[config.mk]
export PLATFORM = sky130hd
export DESIGN_NAME = mul_add_seq
export DESIGN_NICKNAME = d
export VERILOG_FILES = /design/src/rtl/mul_add_seq_pkg.sv /design/src/rtl/mul_add_step.sv /design/src/rtl/mul_add_seq.sv
export SDC_FILE = /design/constraint.sdc
export NUM_CORES = 1
export LEC_CHECK = 0
export ABC_AREA = 1
export CORE_AREA = 2 2 165 167
export CTS_CLUSTER_DIAMETER = 200
export DETAILED_ROUTE_END_ITERATION = 8
export DIE_AREA = 0 0 167 169
export MAX_ROUTING_LAYER = met4
export PLACE_DENSITY_LB_ADDON = 0.12
export SYNTH_ARGS = -nofsm -noshare
export SYNTH_HDL_FRONTEND = slang
export SYNTH_SLANG_ARGS = --single-unit
export TNS_END_PERCENT = 10
[constraint.sdc]
create_clock -name clk -period 2.7 [get_ports clk]
set_input_delay 0.405 -clock clk [delete_from_list [all_inputs] [get_ports clk]]
set_output_delay 0.405 -clock clk [all_outputs]
set_load 0.05 [all_outputs]
[src/rtl/mul_add_seq_pkg.sv]
// Shared arithmetic-unit package: default widths and the IDLE/RUN state type
// used by the multiply-accumulator and the divider family.
package mul_add_seq_pkg;

    localparam int unsigned DEF_WQ = 32;
    localparam int unsigned DEF_WB = 16;
    localparam int unsigned DEF_WC = 4;

    typedef enum logic {
        IDLE = 1'b0,
        RUN  = 1'b1
    } state_t;

endpackage

[src/rtl/mul_add_step.sv]
// One shift-add step: acc + (bit_en ? q << idx : 0), evaluated at full result width.
module mul_add_step #(
    parameter int unsigned WQ = 32,
    parameter int unsigned WB = 16,
    parameter int unsigned WC = 4
) (
    input  logic [WQ+WB-1:0] acc,
    input  logic [WQ-1:0]    q,
    input  logic             bit_en,
    input  logic [WC-1:0]    idx,
    output logic [WQ+WB-1:0] sum_c
);

    localparam int unsigned WP = WQ + WB;

    logic [WP-1:0] addend;

    always_comb begin
        addend = '0;
        if (bit_en) begin
            addend = WP'(q) << idx;
        end
        sum_c = acc + addend;
    end

endmodule

[src/rtl/mul_add_seq.sv]
// Sequential radix-2 shift-add multiply-accumulator, p = q*b + r, WB cycles per operation.
// Optional operand sanity flag chk_err enabled by defining MUL_ADD_SEQ_CHECK_EN.
module mul_add_seq
    import mul_add_seq_pkg::*;
#(
    parameter int unsigned WQ = DEF_WQ,
    parameter int unsigned WB = DEF_WB,
    parameter int unsigned WC = DEF_WC
) (
    input  logic             clk,
    input  logic             clrn,
    input  logic [WQ-1:0]    q,
    input  logic [WB-1:0]    b,
    input  logic [WB-1:0]    r,
    input  logic             start,
    output logic [WQ+WB-1:0] p,
    output logic             busy,
    output logic             ready,
    output logic [WC-1:0]    count
`ifdef MUL_ADD_SEQ_CHECK_EN
    ,
    output logic             chk_err
`endif
);

    localparam int unsigned WP = WQ + WB;
    localparam logic [WC-1:0] LAST = WC'(WB - 1);

    state_t        state, state_d;
    logic [WQ-1:0] q_r, q_d;
    logic [WB-1:0] b_r, b_d;
    logic [WP-1:0] acc, acc_d;
    logic [WP-1:0] p_d;
    logic [WP-1:0] sum_c;
    logic [WC-1:0] count_d;
    logic          busy_d, ready_d;

    mul_add_step #(
        .WQ (WQ),
        .WB (WB),
        .WC (WC)
    ) u_step (
        .acc    (acc),
        .q      (q_r),
        .bit_en (b_r[count]),
        .idx    (count),
        .sum_c  (sum_c)
    );

    // Next-state and next-output logic; ready defaults low so it is a single-cycle pulse.
    always_comb begin
        state_d = state;
        q_d     = q_r;
        b_d     = b_r;
        acc_d   = acc;
        p_d     = p;
        count_d = count;
        busy_d  = busy;
        ready_d = 1'b0;
        case (state)
            IDLE: begin
                if (start) begin
                    q_d     = q;
                    b_d     = b;
                    acc_d   = WP'(r);
                    count_d = '0;
                    busy_d  = 1'b1;
                    state_d = RUN;
                end
            end
            RUN: begin
                acc_d   = sum_c;
                count_d = count + WC'(1);
                if (count == LAST) begin
                    p_d     = sum_c;
                    count_d = '0;
                    busy_d  = 1'b0;
                    ready_d = 1'b1;
                    state_d = IDLE;
                end
            end
            default: state_d = IDLE;
        endcase
    end

    always_ff @(posedge clk or negedge clrn) begin
        if (!clrn) begin
            state <= IDLE;
            q_r   <= '0;
            b_r   <= '0;
            acc   <= '0;
            p     <= '0;
            count <= '0;
            busy  <= 1'b0;
            ready <= 1'b0;
        end else begin
            state <= state_d;
            q_r   <= q_d;
            b_r   <= b_d;
            acc   <= acc_d;
            p     <= p_d;
            count <= count_d;
            busy  <= busy_d;
            ready <= ready_d;
        end
    end

`ifdef MUL_ADD_SEQ_CHECK_EN
    // Operands that no divider could produce: zero divisor or remainder not below divisor.
    logic chk_pend;

    always_ff @(posedge clk or negedge clrn) begin
        if (!clrn) begin
            chk_pend <= 1'b0;
            chk_err  <= 1'b0;
        end else begin
            if (state == IDLE && start) begin
                chk_pend <= (b == '0) || (r >= b);
            end
            if (ready_d) begin
                chk_err <= chk_pend;
            end
        end
    end
`endif

endmodule
After elaboration in Yosys (flattened, before gate mapping) --
Index checks and enable logic that the tools add are counted.
Word-level totals: flip-flop bits (word level) 151, logic and storage cells 35, output and inout bits 54, input port bits 67
Cells by class: order comparisons 1, muxes and demuxes 16, equality and inequality tests 3, add/subtract/negate cells 2, shift-type cells 1, reduce and logical (&&, ||, !) cells 3, bitwise logic cells 1
Operators by type and width (number):
- 48-bit 2-to-1 mux | 2
- 48-bit one-hot mux with 2 select lines | 1
- 48-bit adder | 1
- 32-bit by 4-bit << shifter with 48-bit output | 1
- 4-bit 2-to-1 mux | 2
- 4-bit one-hot mux with 2 select lines | 1
- 1-bit 2-to-1 mux | 7
- 2-bit AND reduction | 3
- 4-bit by 5-bit less-than comparator with 1-bit output, second input constant | 1
- 4-bit by 1-bit adder with 4-bit output, second input constant | 1
- 1-bit binary-select mux with 4-bit select | 1
- 4-bit == test, second input constant | 1
- 1-bit one-hot mux with 2 select lines | 2
- 2-bit by 1-bit != test with 1-bit output, second input constant | 1
- 2-bit != test, second input constant | 1
- 1-bit NOT | 1

Longest topological paths before layout --
Gate-level depths: netlist (run 1).
word-level depth 5, depth in mapped cells 28, mapped depth without buffers 25

Cells and area by module --
A second synthesis (run 1) with hierarchy kept.
Second synthesis, totals: cell total of the unflattened synthesis 1884, area, all modules 11911.4 µm²
Modules (own cells, without submodules):
- mul_add_seq | area an instance 6082.1 µm², cells each 663, sequential area each 3778.6 µm², times used 1
- mul_add_step | area an instance 5829.3 µm², cells each 1221, sequential area each 0.0 µm², times used 1

Worst setup path after synthesis (run 1) --
No wires, ideal clock.
path type register to register, start point reg count[0], end point reg p[39], arrival 2989 ps, setup time 118 ps, slack -407 ps, stages on the path, launching flop included 23, path through dfrtp_1 > buf_6 > inv_2 > buf_6 > nor2_1 > o22ai_1 > o211ai_4 > nand2_4 > buf_6 > nand2_1 > inv_1 > ha_1 > nand2_1 > nor2_1 > inv_1 > nor2_1 > inv_1 > nor3_1 > nand2_1 > nand2_1 > nand2_1 > nand3_1 > nand2_1
Between the ends: cells in the longest elaborated chain, start to end 4, elaborated cells on any way between the ends 7, those cells by class add/sub (1); eq/ne (1); shift (1); mux (3); reduce/logical (1)
Ends and longest elaborated chain:
- start: declaration | RTL line mul_add_seq.sv:19 | output logic [WC-1:0] count
- start signal: assignment | RTL line mul_add_seq.sv:102 | count <= count_d;
- 1-bit binary-select mux with 4-bit select | RTL line mul_add_seq.sv:45 | .bit_en (b_r[count]),
- 1-bit 2-to-1 mux (implied by the code) | RTL line mul_add_seq.sv:45
- 48-bit 2-to-1 mux | RTL line mul_add_step.sv:20 | if (bit_en) begin
- 48-bit adder | RTL line mul_add_step.sv:23 | sum_c = acc + addend;
- end signal: assignment | RTL line mul_add_seq.sv:101 | p <= p_d;
- end: declaration | RTL line mul_add_seq.sv:16 | output logic [WQ+WB-1:0] p,
Several ways; a longest one is shown, not always the timed one. The select of a mux whose other input is x is not followed. A chain may end at the register's enable or synchronous reset.

Final worst setup path (run 1) --
start point reg count[0], end point reg acc[36]
Between the ends: cells in the longest elaborated chain, start to end 5, elaborated cells on any way between the ends 6, those cells by class add/sub (1); shift (1); mux (4)
Ends and longest elaborated chain:
- 1-bit binary-select mux with 4-bit select | RTL line mul_add_seq.sv:45
- 1-bit 2-to-1 mux (implied by the code) | RTL line mul_add_seq.sv:45
- 48-bit 2-to-1 mux (*) | RTL line mul_add_step.sv:20
- 48-bit adder (*) | RTL line mul_add_step.sv:23
- 48-bit one-hot mux with 2 select lines (*) | RTL line mul_add_seq.sv:60 | case (state)
- end signal: assignment | RTL line mul_add_seq.sv:91 | acc <= '0;
- end signal: assignment | RTL line mul_add_seq.sv:100 | acc <= acc_d;
- end: declaration | RTL line mul_add_seq.sv:32 | logic [WP-1:0] acc, acc_d;
Every way passes the cells marked *; elsewhere a longest branch is shown, timed or not. The select of a mux whose other input is x is not followed.

==> results of run 1 <==
## cells in the mapped netlist
cell | number | area [sq um]
nand2_1 | 952 | 3570
inv_1 | 267 | 1000
nand3_1 | 161 | 806
dfrtp_1 | 151 | 3780
nor2_1 | 112 | 420
o21ai_0 | 66 | 330
ha_1 | 48 | 601
a21oi_1 | 33 | 165
clkbuf_1 | 26 | 97.6
o21ai_1 | 19 | 95.1
buf_2 | 18 | 90.1
xor2_1 | 13 | 114
nand4_1 | 12 | 75.1
nor3_1 | 12 | 60.1
buf_1 | 9 | 33.8
buf_6 | 9 | 101
nand3b_1 | 9 | 67.6
inv_2 | 5 | 18.8
a31oi_1 | 4 | 25.0
buf_4 | 4 | 30.0
mux2i_1 | 4 | 40.0
nor4_1 | 3 | 18.8
or2_2 | 3 | 18.8
o21bai_1 | 2 | 15.0
o22ai_1 | 2 | 12.5
xnor2_1 | 2 | 17.5
a21o_1 | 1 | 7.51
a22oi_1 | 1 | 7.51
and2_0 | 1 | 6.26
clkinv_1 | 1 | 3.75
fa_1 | 1 | 20.0
nand2_2 | 1 | 6.26
nand2_4 | 1 | 11.3
nand3_2 | 1 | 10.0
nor2_2 | 1 | 6.26
o211ai_1 | 1 | 7.51
o211ai_2 | 1 | 12.5
o211ai_4 | 1 | 21.3
o21ai_2 | 1 | 8.76
o221ai_1 | 1 | 8.76
o31ai_1 | 1 | 7.51
or2_1 | 1 | 6.26
## registers in the layout (all words and copies together) (netlist names)
register and cells:
acc 48, p 48, q_r 32, b_r 16, count 4, busy 1, ready 1, state 1
## routing by layer
metal,track usage (%),vias up,share of wire [%]
met1,41.9,6214,46
met2,51.8,414,46
met4,10.7,0,3.2
met3,2.43,73,4.7
li1,-,6682,-
met5,-,-,0
## worst max-delay path: stages, from the launching register on
cell,delay [ps]
dfrtp_2,470
buf_12,170
nor2_2,90
nor2_1,40
o21ai_1,60
o21ai_1,80
o21ai_2,160
inv_2,70
nand2_4,110
nand2_8,90
buf_4,180
nand2_1,70
inv_1,100
ha_4,310
nand2_2,100
nor2_4,140
inv_1,90
buf_4,150
nor4_2,250
nand2_1,140
nand2_1,70
nand2_1,60
nand3_1,100
nand2_1,70
## cells by family after synthesis
kind of cell             Yosys count  synth area share (%)
multiplexers                       4                 0.341
XOR/XNOR                          15                  1.12
adder cells (fa/ha/maj)           49                  5.28
AND/OR/NAND/NOR                 1270                  43.3
buffers and inverters            339                  11.7
flip-flops                       151                  32.1
AO/OA/AOI/OAI                    134                  6.16
## stage by stage
stage                     TNS [ps]  instance area (sq um)  hold slack, ps  utilization, %  std cells
after global placement      -42950                  15600             396            58.9       2604
final                       -36930                  17100             475            64.6       2641
after detailed placement    -46570                  15600             406            58.9       2604
after global routing        -56770                  17100             502            64.6       2641
after floorplan              -7480                  12300             109               -       1962
after CTS                   -33710                  16800             480            63.3       2639
## layout by cell type (no fill, tap or decap), drive strengths merged
cell	count
nand2	955
inv	280
buf	252
nand3	162
dfrtp	151
clkdlybuf4s50	118
nor2	113
o21ai	86
ha	48
a21oi	33
clkbuf	18
xor2	13
nand4	12
nor3	12
nand3b	9
a31oi	4
mux2i	4
or2	4
clkinvlp	3
nor4	3
o211ai	3
o21bai	2
xnor2	2
bufinv	2
clkinv	2
o22ai	2
o221ai	1
and2	1
o31ai	1
a22oi	1
a21o	1
fa	1
dlygate4sd3	1
## worst paths after layout
check / start / end / slack (ps) / cells past startpoint
min in group asynchronous: clrn / p[15] / 490 / 2
hold reg to reg: p[18] / p[18] / 470 / 2
hold / removal: p[18] / p[18] / 470 / 2
setup reg to reg: count[0] / acc[36] / -600 / 23
setup / recovery: count[0] / acc[36] / -600 / 23
max in group asynchronous: clrn / count[0] / 1500 / 3
## final cells by class
type | count | area share [%]
sequential | 151 | 22.1
clock inverter | 14 | 0.965
timing repair buffer | 372 | 19.3
inverter | 273 | 6.04
tap | 341 | 2.49
multi-input combinational | 1473 | 46.6
clock buffer | 17 | 2.48
## timing repair
item | CTS | global route
cloned | 1 | 1
resized for setup | 170 | 96
hold buffers | 1 | 0
buffers inserted | 2 | 1
endpoints found under the setup margin | 88 | 92
endpoints found under the hold margin | 53 | 0
pin swaps | 19 | 24
==> results.txt, run 1 <==
Die height: 169 microns
Fmax: 303 MHz
Total core area: 26,500 sq um
GR Util All Layers: 31.7%
Final antenna-violating net count: 0
Drt via density: 5.07
Critical Path RT: 3030 ps
Storage cell area: 3780 sq um
Synthesized net count: 2,078
Ys Warns: 0
Syn Std Cell Area: 11,800 sq um
Grt total ovfl: 0
Global-route wire length before repair: 68.4 mm
CTS tree: yes
Share of cells above drive strength 1: 24.6%
Slew Viols, Final: 0
Worst-path fanout max: 11
Endpoints failing setup: 88
H-tree depth: 4
Initial drt markers: 909
DIE AREA: 28,200 sq um
Max-Cap Viols: 0
Die Wd: 167 microns
Yosys reg bits: 151
DP HPWL: 33.2 mm
Initial antenna violation count: 0
Final Hold Fails: 0
CTS sink cnt: 151
IO buf count: 120
Fillers: 2,521
Vias in the first global route: 13.0k
Final WS setup: -605 ps
Clk_lat worst skew: 440 ps
Largest net degree at the start of global routing: 69
# nets final: 2,404
Routability Congestion: 0.956
# rows: 60
Final period utilization: 122%
Routed len/inst: 16.4 microns
Violated checks: setup timing
Seq/Total Area, Yosys: 32.1%
Mapped Cells: 1,962
CP Data Arrival Time: 3630 ps
Crit end category: flip-flop
Worst min path class: reg -> reg
Clk slew on worst S/H paths: 80 ps
Clk_skew: 14.1 ps
DR pass1 iterations: 6
Slew headroom: 29.1%
Starting Density: 44.4%
Area Overhead vs Synth: 45.6%
Number of remaining DRC errors: 0
Crit Path Class: reg -> reg
Vias post-DR: 13.4k
Minimum clock period: 3300 ps
Multi-input gate area: 7990 sq um
Clock Tree Buf Depth: 2
Worst-Margin Slew: 1060 ps
Status: finished with violations
Number of antenna diodes: 0
CTS Buf Count: 17
Mean post-synth cell area: 5.99 sq um
Nature of the critical path startpoint: flip-flop
Clock root cell: clkbuf_16
Top-level I/O count: 121
Post-Route WL: 43.3 mm
DP Worst Slack: -746 ps
RSZ-0062 raised after global routing: true
Cell variety after synth: 42
Power of run 1 is left out: the tool's default activity adds up to more than one toggle a clock period on the data nets, which glitch-free logic cannot reach.
==> run 2, diff against run 1 <==
- ABC_CLOCK_PERIOD_IN_PS: unset -> 2700
- GPL_TIMING_DRIVEN: unset -> 0
==> run 2 against run 1 <==
The run still ends with setup timing left. Critical path depth down 2. Worst setup slack better by 51 ps. Count of clock-buffer cells in the layout is 1 higher. Sequential cell count did not move. Fmax rose by 1.6%. Via count shrank 2.6%. Highest routed layer unchanged. Final area shrank 0.89%. Clock skew increased by 1.8 ps. Routed wire length rose by 4.6%.
==> results.txt, run 2 (synthesized netlist as in run 1, its figures left out) <==
Initial antenna violation count: 0 (unchanged)
Final WS setup: -553 ps (was -605 ps)
Most frequent cells in the layout: nand2_1 (766), inv_1 (202), dfrtp_1 (148) (was nand2_1 (878), inv_1 (239), buf_4 (226))
Storage cell area: 3780 sq um (about the same)
R2r worst-path depth: 21 (was 23)
CP Data Arrival Time: 3590 ps (was 3630 ps)
Vias post-DR: 13.0k (was 13.4k)
RSZ-0062 raised after global routing: true (unchanged)
Status: finished with violations (unchanged)
Final period utilization: 120% (was 122%)
Critical Path RT: 3030 ps (about the same)
Clk_skew: 16.0 ps (was 14.1 ps)
Final antenna-violating net count: 0 (unchanged)
Placement Cell Area: 14,000 sq um (was 15,600 sq um)
Grt total ovfl: 0 (unchanged)
Violated checks: setup timing (unchanged)
Critical hold path startpoint: p[0] (was p[18])
Share of cells above drive strength 1: 29.3% (was 24.6%)
Routed len/inst: 18.1 microns (was 16.4 microns)
Top-level I/O count: 121 (unchanged)
Setup tns final: -33,090 ps (was -36,930 ps)
Slowest CP cell: dfrtp_2 (unchanged)
Drt via density: 5.20 (was 5.07)
Reg-to-Reg Start: count[0] (unchanged)
Reg-to-Reg End: acc[35] (was acc[36])
Clk slew on worst S/H paths: 80 ps (about the same)
CTS sink cnt: 151 (unchanged)
GR Util All Layers: 32.8% (was 31.7%)
# rows: 60 (unchanged)
Biggest regs: acc x48, p x48, q_r x32 (unchanged)
Hold path endpoint: p[0] (was p[18])
Worst-path fanout max: 8 (was 11)
DP Worst Slack: -1020 ps (was -746 ps)
Routability Congestion: 0.970 (was 0.956)
Hold Crit Depth: 2 (unchanged)
Final Hold Slack: 477 ps (was 475 ps)
Max-Cap Viols: 0 (unchanged)
DR pass1 iterations: 6 (unchanged)
DIE AREA: 28,200 sq um (unchanged)
Number of remaining DRC errors: 0 (unchanged)
Clock root cell: clkbuf_16 (unchanged)
IO buf count: 120 (unchanged)
Die height: 169 microns (unchanged)
H-tree depth: 4 (unchanged)
Worst min path class: reg -> reg (unchanged)
Slew headroom: 41.5% (was 29.1%)
Endpoints failing setup: 88 (unchanged)
# nets final: 2,267 (was 2,404)
Worst-Margin Slew: 877 ps (was 1060 ps)
Initial drt markers: 848 (was 909)
Number of antenna diodes: 0 (unchanged)
Clk_lat worst skew: 450 ps (was 440 ps)
Final Cell Area: 17,000 sq um (was 17,100 sq um)
Critical-path cell list: inv_4 -> buf_12 -> nor2_1 -> o221ai_2 -> nand2_4 -> nand2_8 -> buf_6 -> nand2_2 -> inv_2 -> ha_4 -> nand2_4 -> inv_1 -> nand2_1 -> nand2_2 -> a21oi_2 -> buf_4 -> inv_1 -> a21oi_1 -> nand3_1 -> nand3_1 -> nand2_1 (was buf_12 -> nor2_2 -> nor2_1 -> o21ai_1 -> o21ai_1 -> o21ai_2 -> inv_2 -> nand2_4 -> nand2_8 -> buf_4 -> nand2_1 -> inv_1 -> ha_4 -> nand2_2 -> nor2_4 -> inv_1 -> buf_4 -> nor4_2 -> nand2_1 -> nand2_1 -> nand2_1 -> nand3_1 -> nand2_1)
Worst path max stage delay: 470 ps (about the same)
Die Wd: 167 microns (unchanged)
Global-route wire length before repair: 69.8 mm (was 68.4 mm)
CTS tree: yes (unchanged)
Largest net degree at the start of global routing: 90 (was 69)
Fmax: 307 MHz (was 303 MHz)
Fillers: 2,454 (was 2,521)
Reg2reg setup slack: -550 ps (was -600 ps)
Crit end category: flip-flop (unchanged)
Multi-input gate area: 9020 sq um (was 7990 sq um)
Slew Viols, Final: 0 (unchanged)
Crit Path Class: reg -> reg (unchanged)
Minimum clock period: 3250 ps (was 3300 ps)
Starting Density: 44.4% (unchanged)
Total core area: 26,500 sq um (unchanged)
Clock Tree Buf Depth: 2 (unchanged)
Vias in the first global route: 12.7k (was 13.0k)
Commonest non-fill, non-tap cell in the layout: nand2_1 (unchanged)
CTS Buf Count: 17 (unchanged)
Nature of the critical path startpoint: flip-flop (unchanged)
Final Hold Fails: 0 (unchanged)
Area Overhead vs Synth: 44.3% (was 45.6%)
DP HPWL: 34.6 mm (was 33.2 mm)
Post-Route WL: 45.3 mm (was 43.3 mm)
-- run 2: cell count changes in the layout (fill, tap and decap cells not counted), moves of 13 or more --
cell	before	now
nor2_4	32	46
inv_2	30	55
o21ai_1	54	28
inv_4	2	15
clkbuf_1	0	24
o21ai_2	11	43
inv_1	239	202
buf_2	0	18
nand2_4	13	53
buf_4	226	44
nand3_2	11	31
nand3_1	144	121
nand2_1	878	766
nand2_2	63	134
-- run 2: layout make-up --
class,count,area share [%]
clock inverters,14,0.900
multi-input cells,1472,53.2
well taps,341,2.51
flip-flops and latches,151,22.3
clock buffers,18,2.53
repair buffers,171,10.0
plain buffers,65,2.32
inverters,273,6.26
-- run 2: worst max path at each step --
| stage | cells past startpoint | slack (ps) | from | endpoint |
|---|---|---|---|---|
| 2_1_floorplan | 26 | -160 | count[0] | acc[21] |
| 3_3_place_gp | 1 | -5770 | clrn | count[0] |
| 3_5_place_dp | 24 | -1020 | count[0] | p[35] |
| 4_1_cts | 22 | -500 | count[0] | acc[43] |
| 5_1_grt | 23 | -670 | count[0] | acc[35] |
| 6_report | 21 | -550 | count[0] | acc[35] |
-- run 2: stage by stage --
stage | std cells | util, %
6_report | 2505 | 64.0
2_1_floorplan | 1962 | -
3_5_place_dp | 2424 | 52.8
5_1_grt | 2505 | 64.0
3_3_place_gp | 2423 | 52.7
4_1_cts | 2498 | 60.8
-- run 2: layer usage --
layer,track usage (%),wire length (microns),up-vias
li1,-,-,6411
met1,41.3,19600,6169
met2,56.3,22000,368
met3,2.90,2060,81
met4,9.63,1560,0
met5,-,0,-
-- run 2: timing repair --
action | in CTS | in global routing
endpoints found under the hold margin | 61 | 0
pin swaps | 118 | 96
gates resized for setup | 368 | 247
hold buffers | 1 | 0
cloned | 4 | 0
endpoints found under the setup margin | 90 | 93
setup buffers | 38 | 7
-- run 2: worst max-delay path: cells and delay by family (launching register included) --
family	cells	cell delay [ps]
compound gates	3	700
fa+ha+maj	1	230
buf+inv	7	700
flops	1	470
simple gates	10	1010
Power of run 2 is left out for the same reason.
